[config.mk]
export PLATFORM = sky130hd
export DESIGN_NAME = ascon_round_ctrl_flat
export DESIGN_NICKNAME = d
export VERILOG_FILES = /design/src/rtl/ascon_round_ctrl_if.sv /design/src/rtl/ascon_round_ctrl.sv /design/src/flat_wrapper.sv
export SDC_FILE = /design/constraint.sdc
export NUM_CORES = 1
export LEC_CHECK = 0
export BUFFER_PORTS_ARGS = -buffer_cell sky130_fd_sc_hd__buf_2
export CAP_MARGIN = 20
export CORE_AREA = 2 2 39 41
export DETAILED_ROUTE_END_ITERATION = 6
export DIE_AREA = 0 0 41 43
export SLEW_MARGIN = 0
export SYNTH_ARGS = -nofsm -noshare
export SYNTH_HDL_FRONTEND = slang
export SYNTH_SLANG_ARGS = --single-unit
export TNS_END_PERCENT = 30
[constraint.sdc]
create_clock -name clock_i -period 0.8 [get_ports clock_i]
set_input_delay 0.08 -clock clock_i [delete_from_list [all_inputs] [get_ports clock_i]]
set_output_delay 0.08 -clock clock_i [all_outputs]
set_load 0.05 [all_outputs]
[src/rtl/ascon_round_ctrl_if.sv]
// rtl/ascon_round_ctrl_if.sv - handshake/control bundle between the round controller and its environment
// Optional abort_i exists only when ASCON_ROUND_ABORT_EN is defined.
interface ascon_round_ctrl_if;
    logic       start_i;
    logic       mode_i;
`ifdef ASCON_ROUND_ABORT_EN
    logic       abort_i;
`endif
    logic [3:0] cpt_i;
    logic       en_cpt_o;
    logic       init_12_o;
    logic       init_6_o;
    logic       perm_en_o;
    logic       first_round_o;
    logic       ready_o;
    logic       done_o;

    modport master (
        output start_i,
        output mode_i,
`ifdef ASCON_ROUND_ABORT_EN
        output abort_i,
`endif
        output cpt_i,
        input  en_cpt_o,
        input  init_12_o,
        input  init_6_o,
        input  perm_en_o,
        input  first_round_o,
        input  ready_o,
        input  done_o
    );

    modport slave (
        input  start_i,
        input  mode_i,
`ifdef ASCON_ROUND_ABORT_EN
        input  abort_i,
`endif
        input  cpt_i,
        output en_cpt_o,
        output init_12_o,
        output init_6_o,
        output perm_en_o,
        output first_round_o,
        output ready_o,
        output done_o
    );
endinterface

[src/rtl/ascon_round_ctrl.sv]
// rtl/ascon_round_ctrl.sv - Ascon p12/p6 permutation round sequencer driving an external round counter
// Optional feature macro: ASCON_ROUND_ABORT_EN (adds abort_i, cancels a run in progress).
module ascon_round_ctrl #(
    parameter logic [3:0] LAST_ROUND = 4'd11
) (
    input  logic             clock_i,
    input  logic             resetb_i,
    ascon_round_ctrl_if.slave bus
);

    localparam logic [1:0] ST_IDLE  = 2'd0;
    localparam logic [1:0] ST_ROUND = 2'd1;
    localparam logic [1:0] ST_DONE  = 2'd2;

    logic [1:0] state_q, state_d;
    logic       first_q, first_d;

    logic en_cpt, init_12, init_6, perm_en, first_round, ready, done;
    logic abort;

`ifdef ASCON_ROUND_ABORT_EN
    assign abort = bus.abort_i;
`else
    assign abort = 1'b0;
`endif

    always_comb begin
        state_d     = state_q;
        first_d     = first_q;
        en_cpt      = 1'b0;
        init_12     = 1'b0;
        init_6      = 1'b0;
        perm_en     = 1'b0;
        first_round = 1'b0;
        ready       = 1'b0;
        done        = 1'b0;
        case (state_q)
            ST_IDLE: begin
                ready = 1'b1;
                if (bus.start_i) begin
                    en_cpt  = 1'b1;
                    init_12 = ~bus.mode_i;
                    init_6  = bus.mode_i;
                    first_d = 1'b1;
                    state_d = ST_ROUND;
                end
            end
            ST_ROUND: begin
                first_d = 1'b0;
                if (abort) begin
                    state_d = ST_IDLE;
                end else begin
                    perm_en     = 1'b1;
                    first_round = first_q;
                    // Counter values beyond the last round are treated as final so a corrupted count cannot hang us.
                    if (bus.cpt_i >= LAST_ROUND) begin
                        state_d = ST_DONE;
                    end else begin
                        en_cpt = 1'b1;
                    end
                end
            end
            ST_DONE: begin
                done    = 1'b1;
                state_d = ST_IDLE;
            end
            default: begin
                first_d = 1'b0;
                state_d = ST_IDLE;
            end
        endcase
    end

    always_ff @(posedge clock_i or negedge resetb_i) begin
        if (!resetb_i) begin
            state_q <= ST_IDLE;
            first_q <= 1'b0;
        end else begin
            state_q <= state_d;
            first_q <= first_d;
        end
    end

    assign bus.en_cpt_o      = en_cpt;
    assign bus.init_12_o     = init_12;
    assign bus.init_6_o      = init_6;
    assign bus.perm_en_o     = perm_en;
    assign bus.first_round_o = first_round;
    assign bus.ready_o       = ready;
    assign bus.done_o        = done;

endmodule
[src/flat_wrapper.sv]
// flat-port wrapper written by rule: the top's interface ports become plain ports
module ascon_round_ctrl_flat 
#(
    parameter logic [3:0] LAST_ROUND = 4'd11
)
  (clock_i, resetb_i, bus_start_i, bus_mode_i, bus_cpt_i, bus_en_cpt_o, bus_init_12_o, bus_init_6_o, bus_perm_en_o, bus_first_round_o, bus_ready_o, bus_done_o);
  ascon_round_ctrl_if bus_i ();
  input  logic clock_i;
  input  logic resetb_i;
  input wire logic [$bits(bus_i.start_i)-1:0] bus_start_i;
  input wire logic [$bits(bus_i.mode_i)-1:0] bus_mode_i;
  input wire logic [$bits(bus_i.cpt_i)-1:0] bus_cpt_i;
  output wire logic [$bits(bus_i.en_cpt_o)-1:0] bus_en_cpt_o;
  output wire logic [$bits(bus_i.init_12_o)-1:0] bus_init_12_o;
  output wire logic [$bits(bus_i.init_6_o)-1:0] bus_init_6_o;
  output wire logic [$bits(bus_i.perm_en_o)-1:0] bus_perm_en_o;
  output wire logic [$bits(bus_i.first_round_o)-1:0] bus_first_round_o;
  output wire logic [$bits(bus_i.ready_o)-1:0] bus_ready_o;
  output wire logic [$bits(bus_i.done_o)-1:0] bus_done_o;
  assign bus_i.start_i = bus_start_i;
  assign bus_i.mode_i = bus_mode_i;
  assign bus_i.cpt_i = bus_cpt_i;
  assign bus_en_cpt_o = bus_i.en_cpt_o;
  assign bus_init_12_o = bus_i.init_12_o;
  assign bus_init_6_o = bus_i.init_6_o;
  assign bus_perm_en_o = bus_i.perm_en_o;
  assign bus_first_round_o = bus_i.first_round_o;
  assign bus_ready_o = bus_i.ready_o;
  assign bus_done_o = bus_i.done_o;
  ascon_round_ctrl #(.LAST_ROUND(LAST_ROUND)) u_core (.clock_i(clock_i), .resetb_i(resetb_i), .bus(bus_i));
endmodule
==> reports/summary.txt <==
PLACE
----------------------------------------------------------------------------------------
Total of buffers placed on input and output ports                                     14
GPL Wtd Cong                                                                      0.6385
Detailed placement HPWL                                                         436.9 um

CRITICAL PATH
----------------------------------------------------------------------------------------
Data arrival, critical path                                                      1.21 ns
Critical Setup Path Class                                                   flop to primary output
Worst endpoint required time                                                     0.72 ns
Series of cell instances along the critical path                            nor2b_4, and2_4, buf_8
Nature of the critical path startpoint                                              flop
Slowest-stage cell, CP                                                      sky130_fd_sc_hd__dfrtp_2
CP max FO                                                                              8
Worst setup EP type                                                         primary output
Longest individual stage delay on the worst path                                 0.48 ns

GLOBAL ROUTING
----------------------------------------------------------------------------------------
Maximum number of pins on one net before global-route repair                           9
Overflow left after global routing                                                     0
Via count of the first global-routing pass                                           226
Antenna violations before repair                                                       0
Overall global routing resource usage                                            0.08551
Global-route wire length before repair                                            966 um

STA
----------------------------------------------------------------------------------------
Worst Clk Skew                                                              0.0001811 ns
Worst Max-Slew Pin Slew                                                        0.2364 ns
Rel. slew slack                                                                   0.8413
Hold Worst Slack                                                               0.1156 ns
Final count of negative-setup-slack endpoints                                         10
PnR worst setup slack                                                         -0.4873 ns
Unrepaired setup endpoints after global routing                                     true
Number of slew-limit violations in the final report                                    0
Tmin final                                                                      1.287 ns
Maximum clock frequency                                                        776.8 MHz
Total Neg Setup Slack                                                          -3.567 ns
Portion of the clock cycle consumed by the worst path in the final layout          1.609
Endpoints failing hold                                                                 0

ROUTE
----------------------------------------------------------------------------------------
Remaining number of nets flagged by the antenna check after routing                    0
Detailed Routing Iterations Pass 1                                                     1
Routed wirelength normalized by instance count                                  9.750 um
Starting DRC count in detailed routing                                                 0
Residual DRC                                                                           0
Total via count in the routed design                                                 210
Via count normalized by instance count                                             3.750
Final wirelength                                                                  546 um

SYNTHESIS
----------------------------------------------------------------------------------------
Synthesis Warnings                                                                     0
Number of distinct library cells after synthesis                                      12
Area of the mapped netlist                                                    172.7 um^2
Syn Area/Cell                                                                 10.16 um^2
Cells after synthesis                                                                 17
Post-synthesis sequential element count                                                3
Syn_nets                                                                              25
Share of the yosys chip area belonging to registers                               0.4348

FLOORPLANNING
----------------------------------------------------------------------------------------
Full die area                                                                  1763 um^2
Die extent in y                                                                    43 um
Ports                                                                                 15
Starting density of the core                                                      0.1248
Width of the die                                                                   41 um
Core Footprint                                                                 1384 um^2
Core Rows                                                                             14

LAYOUT
----------------------------------------------------------------------------------------
Number of fill cells                                                                 145
Synthesis-to-finish area growth                                                   149.3%
N_diodes                                                                               0
Share of post-route cells with drive strength above 1                             0.7750
Number of nets at the end of the flow                                                 49

POWER
----------------------------------------------------------------------------------------
Internal power contribution                                                  0.0006537 W
Worst VDD drop                                                                0.001358 V
Sequential fraction of design power                                                0.229
Proportion of power drawn by combinational gates                                   0.545
Leak                                                                           0.2057 nW
Sw Share                                                                          0.4288
Cell Pwr Density                                                            2659 nW/um^2
NetSw                                                                        0.0004908 W
Clock share of power                                                               0.227

CLOCKING
----------------------------------------------------------------------------------------
Num Clock Sinks                                                                        3
Clock latency reported for the late side of the worst-skew pair                  0.23 ns
Root Buffer Master                                                          sky130_fd_sc_hd__clkbuf_4
Clock-pin transition on the worst setup and hold timing paths                    0.04 ns
Buffers inserted by post-CTS timing repair                                             0
Cts bufs inserted                                                                      3
Maximum clock insertion buffer count                                                   2
Number of H-tree branching levels                                                      1
Clock tree from TritonCTS                                                          built

RUN STATUS
----------------------------------------------------------------------------------------
Result of the run                                                           complete, but fails checks
Failing checks                                                              negative setup slack

HOLD PATH
----------------------------------------------------------------------------------------
Tightest Hold Check Type                                                    input port to flop

JOB
----------------------------------------------------------------------------------------
Max-cap viol count                                                                     0

## layout make-up
type | instances | area, um^2 | share of cell area
clock buffer | 4 | 26.28 | 0.06105
inverter | 1 | 3.754 | 0.008721
multi-input combinational | 13 | 143.9 | 0.3343
sequential | 3 | 77.57 | 0.1802
tap | 16 | 20.02 | 0.04651
timing repair buffer | 19 | 158.9 | 0.3692
## path summary, 6_finish.rpt
check                                         startpoint                       endpoint  slack (ns)  depth (start not counted)
setup / recovery           u_core.state_q[0]$_DFFE_PN0P_              bus_first_round_o       -0.49                          3
hold / removal                              bus_cpt_i[3]  u_core.state_q[0]$_DFFE_PN0P_        0.12                          2
setup reg to reg           u_core.state_q[0]$_DFFE_PN0P_  u_core.state_q[0]$_DFFE_PN0P_       -0.26                          3
hold reg to reg               u_core.first_q$_DFFE_PN0P_     u_core.first_q$_DFFE_PN0P_        0.51                          2
max in group asynchronous                       resetb_i  u_core.state_q[1]$_DFFE_PN0P_        0.48                          2
min in group asynchronous                       resetb_i  u_core.state_q[0]$_DFFE_PN0P_        0.20                          2
## synth_stat cells
| cell type | instances | area share |
|---|---|---|
| sky130_fd_sc_hd__a311oi_1 | 2 | 0.10 |
| sky130_fd_sc_hd__a21oi_1 | 1 | 0.029 |
| sky130_fd_sc_hd__and2_1 | 1 | 0.036 |
| sky130_fd_sc_hd__nor2_1 | 2 | 0.043 |
| sky130_fd_sc_hd__and2b_2 | 1 | 0.051 |
| sky130_fd_sc_hd__nor2b_4 | 1 | 0.080 |
| sky130_fd_sc_hd__dfrtp_1 | 3 | 0.43 |
| sky130_fd_sc_hd__nand2b_1 | 1 | 0.036 |
| sky130_fd_sc_hd__a21o_1 | 1 | 0.043 |
| sky130_fd_sc_hd__nor4b_1 | 1 | 0.051 |
| sky130_fd_sc_hd__and3_1 | 2 | 0.072 |
| sky130_fd_sc_hd__inv_1 | 1 | 0.022 |
## critical path, delay by kind of cell (launching register included)
kind	cells	cell delay (ns)
flip-flops	1	0.48
buffers and inverters	1	0.13
AND/OR/NAND/NOR	2	0.35
## timing repair
item	in CTS	in global routing
hold endpoints to repair	3	0
hold buffers	1	0
pin swaps	2	2
endpoints found under the setup margin	10	10
gates resized for setup	16	0
cloned	0	0
## power by group through the flow
| stage | clock (W) | sequential, W | combinational [W] |
|---|---|---|---|
| after global placement | 0 | 0.000260 | 0.000520 |
| after detailed placement | 0 | 0.000263 | 0.000521 |
| after floorplan | 0 | 0.000252 | 0.000388 |
| after global routing | 0.000281 | 0.000273 | 0.000658 |
| final | 0.000259 | 0.000262 | 0.000623 |
| after CTS | 0.000277 | 0.000263 | 0.000628 |
## kinds of logic (layout without fill, tap and decap cells)
family          count (synthesis)  count (layout)  share of synthesized area
compound gates                  4               4                     0.1739
buf+inv                         1              24                    0.02172
flops                           3               3                     0.4348
simple gates                    9               9                     0.3696
## layer usage
metal / part of all wire / global-route usage / vias to the layer above
li1: - / - / 109
met1: 0.49 / 0.1294 / 86
met2: 0.39 / 0.09063 / 15
met5: 0 / 0 / -
met4: 0 / 0.08000 / 0
met3: 0.12 / 0.02094 / 0
## through the flow
stage	instance area (um^2)	cells	total power, W	setup WS (ns)	util
2_1_floorplan	222.7	17	0.0006402	-0.4152	-
3_3_place_gp	342.8	51	0.0007797	-0.3393	0.2477
3_5_place_dp	342.8	51	0.0007840	-0.3626	0.2477
4_1_cts	430.4	56	0.001169	-0.5110	0.3110
5_1_grt	430.4	56	0.001212	-0.5641	0.3110
6_report	430.4	56	0.001144	-0.4873	0.3110
## state kept, by name, summed over array words and instances (netlist names)
signal / flops
u_core.first_q: 1
u_core.state_q: 2
## cells in the final DEF, fill, tap and decap left out
master | synthesis | layout
sky130_fd_sc_hd__a311oi_1 | 2 | 1
sky130_fd_sc_hd__a311oi_4 | 0 | 1
sky130_fd_sc_hd__inv_1 | 1 | 1
sky130_fd_sc_hd__nor2b_4 | 1 | 1
sky130_fd_sc_hd__buf_8 | 0 | 3
sky130_fd_sc_hd__and3_1 | 2 | 1
sky130_fd_sc_hd__buf_4 | 0 | 4
sky130_fd_sc_hd__a21oi_1 | 1 | 1
sky130_fd_sc_hd__buf_2 | 0 | 8
sky130_fd_sc_hd__and2b_2 | 1 | 1
sky130_fd_sc_hd__dfrtp_1 | 3 | 1
sky130_fd_sc_hd__nor2_4 | 0 | 1
sky130_fd_sc_hd__clkbuf_4 | 0 | 3
sky130_fd_sc_hd__a21o_1 | 1 | 1
sky130_fd_sc_hd__and2_4 | 0 | 1
sky130_fd_sc_hd__nand2b_1 | 1 | 1
sky130_fd_sc_hd__nor4b_4 | 0 | 1
sky130_fd_sc_hd__dlygate4sd3_1 | 0 | 1
sky130_fd_sc_hd__nor2_2 | 0 | 1
sky130_fd_sc_hd__dfrtp_2 | 0 | 2
sky130_fd_sc_hd__and3_4 | 0 | 1
sky130_fd_sc_hd__clkbuf_1 | 0 | 1
sky130_fd_sc_hd__buf_6 | 0 | 3
(Power assumes the default switching activity.)
